--- src/rtl/cache_refill_arbiter.sv ---
// Shares one main-memory port between ICache line refills and DCache refills/writebacks.
// Define ARB_ROUND_ROBIN_EN to alternate priority on simultaneous requests; otherwise DCache always wins.
module cache_refill_arbiter #(
  parameter int LINE_WORDS = 4,
  parameter int ADDR_W     = 32,
  parameter int DATA_W     = 32
) (
  input  logic              clk,
  input  logic              CpuRst,
  input  logic              ICacheReq,
  input  logic [ADDR_W-1:0] ICacheAddr,
  input  logic              DCacheReq,
  input  logic              DCacheWe,
  input  logic [ADDR_W-1:0] DCacheAddr,
  input  logic [DATA_W-1:0] DCacheWrData,
  output logic              ICacheGnt,
  output logic              DCacheGnt,
  output logic [DATA_W-1:0] RdData,
  output logic              ICacheRdValid,
  output logic              DCacheRdValid,
  output logic              DCacheWrNext,
  output logic              ICacheDone,
  output logic              DCacheDone,
  output logic              MemReq,
  output logic              MemWe,
  output logic [ADDR_W-1:0] MemAddr,
  output logic [DATA_W-1:0] MemWrData,
  input  logic              MemAck,
  input  logic [DATA_W-1:0] MemRdData
);

  localparam int CNT_W   = $clog2(LINE_WORDS);
  localparam int BYTE_SH = $clog2(DATA_W / 8);
  localparam int LINE_SH = $clog2(LINE_WORDS * DATA_W / 8);
  localparam logic [ADDR_W-1:0] LINE_MASK = ~((ADDR_W'(1) << LINE_SH) - ADDR_W'(1));
  localparam logic [CNT_W-1:0]  LAST_BEAT = CNT_W'(LINE_WORDS - 1);

  typedef enum logic [1:0] {IDLE, BURST, DONE} state_t;

  state_t            r_state;
  logic              r_owner_d;   // 1 = DCache owns the burst, 0 = ICache
  logic              r_we;
  logic [ADDR_W-1:0] r_base;
  logic [CNT_W-1:0]  r_cnt;

  logic              w_pick_d;
  logic              w_burst;
  logic              w_busy;
  logic              w_beat;
  logic [ADDR_W-1:0] w_req_addr;

`ifdef ARB_ROUND_ROBIN_EN
  logic r_last_d;
  // On a tie the cache that did not own the previous burst goes first.
  assign w_pick_d = DCacheReq & (~ICacheReq | ~r_last_d);
`else
  assign w_pick_d = DCacheReq;
`endif

  assign w_req_addr = w_pick_d ? DCacheAddr : ICacheAddr;

  always_ff @(posedge clk or posedge CpuRst) begin
    if (CpuRst) begin
      r_state   <= IDLE;
      r_owner_d <= 1'b0;
      r_we      <= 1'b0;
      r_base    <= '0;
      r_cnt     <= '0;
`ifdef ARB_ROUND_ROBIN_EN
      r_last_d  <= 1'b0;
`endif
    end else begin
      case (r_state)
        IDLE: begin
          if (ICacheReq || DCacheReq) begin
            r_state   <= BURST;
            r_owner_d <= w_pick_d;
            r_we      <= w_pick_d & DCacheWe;
            r_base    <= w_req_addr & LINE_MASK;
            r_cnt     <= '0;
`ifdef ARB_ROUND_ROBIN_EN
            r_last_d  <= w_pick_d;
`endif
          end
        end
        BURST: begin
          if (MemAck) begin
            r_cnt <= r_cnt + CNT_W'(1);
            if (r_cnt == LAST_BEAT) r_state <= DONE;
          end
        end
        DONE:    r_state <= IDLE;
        default: r_state <= IDLE;
      endcase
    end
  end

  assign w_burst = (r_state == BURST);
  assign w_busy  = (r_state != IDLE);
  assign w_beat  = w_burst & MemAck;

  assign ICacheGnt = w_busy & ~r_owner_d;
  assign DCacheGnt = w_busy &  r_owner_d;

  // Offset is confined to the counter bits, so the address never carries out of the line.
  assign MemReq    = w_burst;
  assign MemWe     = w_burst & r_we;
  assign MemAddr   = w_burst ? (r_base | (ADDR_W'(r_cnt) << BYTE_SH)) : '0;
  assign MemWrData = w_burst ? DCacheWrData : '0;

  assign RdData        = (w_beat & ~r_we) ? MemRdData : '0;
  assign ICacheRdValid = w_beat & ~r_we & ~r_owner_d;
  assign DCacheRdValid = w_beat & ~r_we &  r_owner_d;
  assign DCacheWrNext  = w_beat &  r_we;

  assign ICacheDone = (r_state == DONE) & ~r_owner_d;
  assign DCacheDone = (r_state == DONE) &  r_owner_d;

endmodule

--- config.mk ---
export PLATFORM = sky130hd
export DESIGN_NAME = cache_refill_arbiter
export DESIGN_NICKNAME = d
export VERILOG_FILES = /design/src/rtl/cache_refill_arbiter.sv
export SDC_FILE = /design/constraint.sdc
export NUM_CORES = 1
export LEC_CHECK = 0
export CORE_AREA = 2 2 92 94
export DETAILED_ROUTE_END_ITERATION = 7
export DIE_AREA = 0 0 94 96
export DONT_BUFFER_PORTS = 1
export HOLD_SLACK_MARGIN = 0.1
export MAX_ROUTING_LAYER = met4
export PLACE_DENSITY = 0.42
export SLEW_MARGIN = 10
export SYNTH_ARGS = -nofsm -noshare
export SYNTH_HDL_FRONTEND = slang
export SYNTH_SLANG_ARGS = --single-unit
export TNS_END_PERCENT = 20
--- constraint.sdc ---
create_clock -name clk -period 2.2 [get_ports clk]
set_clock_uncertainty 0.2 [all_clocks]
set_input_delay 0.22 -clock clk [delete_from_list [all_inputs] [get_ports clk]]
set_output_delay 0.22 -clock clk [all_outputs]
set_load 0.02 [all_outputs]
==> results.cfg <==
[power]
ir_drop_uv = 552.5
p_total_mw = 4.232
power_leakage_nw = 1.431
pwr-share-seq_pct = 26.8
p_sw_share_pct = 47.20
pwr-share-clk_pct = 11.6
p_sw_mw = 1.997
p_int_mw = 2.234
power_frac_comb_pct = 61.7
power_density_nw_per_um2 = 1258

[logic_synthesis]
ys_warn_count = 0
avgSynthCellArea_um2 = 10.48
synth_cell_types = 30
ys_seq_area_share_pct = 34.26
ys_ff_latch = 34
netlist_area_um2 = 2484
netlist_instances = 237

[cells_and_area]
antenna_cells = 0
fin_nets = 437
syn2layout_area_growth_pct = 35.42
layout-drive-gt1-share_pct = 27.06

[cts]
cts.clk_slew.worst_paths_ns = 0.07
insertion_delay_ns = 0.28
clock_sinks = 34
root_buffer = clkbuf_8
numCtsBuffers = 5
clock_path_buffers = 2
htreeDepth = 2
cts_tree = yes

[worst_setup_path]
critPathLaunchType = register
critical_path.max_fanout = 39
crit_end = r_state[1]
crit_required_ns = 2.16
crit_chain = and2b_2, buf_4, and3_1, dlygate4sd3_1
cp-startpoint = r_state[1]
timing.rr.start = r_state[1]
slowest_stage = dlygate4sd3_1
crit_type = reg2reg
r2r_cells = 4
arrival_ns = 2.05
regToRegSetupSlack_ns = 0.11
timing.rr.end = r_state[1]
worstSetupEndpointType = register
critPathMaxStageDelay_ns = 0.55

[global_route]
antenna_found_initial = 0
grt_usage_pct = 15.64
first_global_vias = 1952
grt_pass1_wl_mm = 10.45
grt_max_degree = 40
grt_overflow = 0

[drt]
ant_nets = 0
wl_per_cell_um = 18.08
wl_mm = 7.378
num_vias = 1972
drtPass1Iterations = 4
via_per_inst = 4.833
drc = 0
drt_iter0_drc = 43

[floorplan]
io_pins = 239
start_util_pct = 30.85
die_w_um = 94
die-area_um2 = 9024
die_h_um = 96
num_rows = 33
coreArea_um2 = 8051

[sta]
setup-tns-final_ns = 0
fin_crit_ns = 2.087
drv_slew = 0
min_period_over_period_pct = 94.89
hold_viol = 0
fmax_ghz = 0.4790
rsz0062_at_grt = false
finalSetupViolCount = 0
layout_setup_ws_ns = 0.1125

[job]
max_cap_violations = 0

[placement]
port_buffers = 0
place_hpwl_mm = 4.807
gp_congestion = 0.7235
place_ws_ns = 0.3546

[outcome]
status = complete, no violations

[worst_hold_path]
hp-class = in2reg
## per-stage QoR
stage	hold WS, ns	std cells	utilization, %	cell area (um^2)
final	0.1619	408	41.77	3363
after detailed placement	0.05689	331	31.84	2564
after global routing	0.2257	408	41.77	3363
after CTS	0.2887	406	41.43	3336
after global placement	0.06288	331	31.84	2564
after floorplan	0.1443	238	-	2487
## power by group through the flow
stage	Combinational, mW	Clock, mW	Sequential [mW]
6_report	2.61	0.489	1.13
4_1_cts	2.61	0.521	1.13
3_5_place_dp	2.42	0	1.13
3_3_place_gp	2.43	0	1.13
2_1_floorplan	2.21	0	1.05
5_1_grt	2.79	0.547	1.18
## what timing repair did
item / CTS / global route
setup endpoints to repair: 0 / 68
hold buffers: 67 / 1
resized for setup: 0 / 6
buffers inserted: 0 / 2
hold endpoints to repair: 68 / 1
## worst min-delay path by stage
stage / start / end / slack (ns) / cells past startpoint
after floorplan: MemAck / r_cnt[1] / 0.14 / 1
after global placement: CpuRst / r_base[28] / 0.06 / 2
after detailed placement: CpuRst / r_base[23] / 0.06 / 2
after CTS: CpuRst / r_base[28] / 0.29 / 3
after global routing: DCacheReq / r_state[0] / 0.23 / 3
final: DCacheReq / r_state[0] / 0.16 / 3
## area by class of cell
cell class	count	area, um^2
Tap cell	105	131.4
Inverter	1	3.754
Clock inverter	1	5.005
Multi-Input combinational cell	183	1513
Fill cell	789	4688
Sequential cell	34	852.1
Timing Repair Buffer	77	772.0
Clock buffer	7	86.33
## critical path, delay by kind of cell, from the launching register on
kind	cells	cell delay, ns
buf+inv	2	0.79
flops	1	0.50
simple gates	2	0.48
## flip-flops by register name, indices dropped and copies added, names as in the netlist
register   cells
r_base        28
r_cnt          2
r_state        2
r_owner_d      1
r_we           1
## Yosys cell counts
cell type  count  area (um^2)
nand3b_1       2        15.01
nand3_1        2        10.01
and3_1         2        12.51
and3b_1        2        17.52
o21a_1         1        7.510
and2_1        96        600.6
a32o_1         1        10.01
mux2_2        36        405.4
ha_1           1        12.51
nor2b_1        3        18.77
buf_6          1        11.26
clkbuf_1       7        26.28
nor2_4         1        11.26
buf_2          4        20.02
clkbuf_2       3        15.01
mux2_4        20        300.3
buf_12         1        20.02
o21ai_0        3        15.01
nor3_1         1        5.000
and2b_1        1        7.510
a22o_1         1        8.760
nor2_1         1        3.750
buf_8          1        15.01
dfrtp_1       34        850.8
buf_4          3        22.52
conb_1         1        3.750
nand2_1        5        18.77
nor3b_1        1        7.510
inv_1          1        3.750
o211ai_1       1        7.510
## cell families after synthesis
logic type | count (synthesis) | synth area share, %
compound gates | 7 | 1.965
fa+ha+maj | 1 | 0.5037
buf+inv | 21 | 5.390
flops | 34 | 34.26
mux | 56 | 28.41
other cells | 1 | 0.1510
simple gates | 117 | 29.32
## layer usage
layer	routed length, um	up-vias	GRT usage (%)
li1	-	903	-
met1	2822	949	17.58
met2	3963	116	28.21
met3	554	4	3.759
met4	37	0	3.623
met5	0	-	-
## cell usage in the layout (no fill, tap or decap)
cell type / netlist / layout
and3_1: 2 / 2
nand2_1: 5 / 5
nor2b_1: 3 / 2
and2_2: 0 / 2
nor2_4: 1 / 1
clkbuf_1: 7 / 1
clkbuf_8: 0 / 6
nor3b_1: 1 / 1
clkinv_2: 0 / 1
conb_1: 1 / 2
o21ai_0: 3 / 3
nand3_1: 2 / 2
a32o_1: 1 / 1
dfrtp_1: 34 / 33
dlygate4sd3_1: 0 / 66
buf_4: 3 / 8
buf_12: 1 / 2
dfrtp_2: 0 / 1
o211ai_1: 1 / 1
and2b_2: 0 / 1
and2_1: 96 / 94
inv_1: 1 / 1
ha_2: 0 / 1
mux2_4: 20 / 20
buf_6: 1 / 1
nand3b_1: 2 / 2
o21a_2: 0 / 1
and3b_1: 2 / 2
nor3_1: 1 / 1
mux2_2: 36 / 36
nor2_1: 1 / 1
nor2b_2: 0 / 1
a22o_1: 1 / 1
Note: power is estimated with default switching activity, not from simulation.
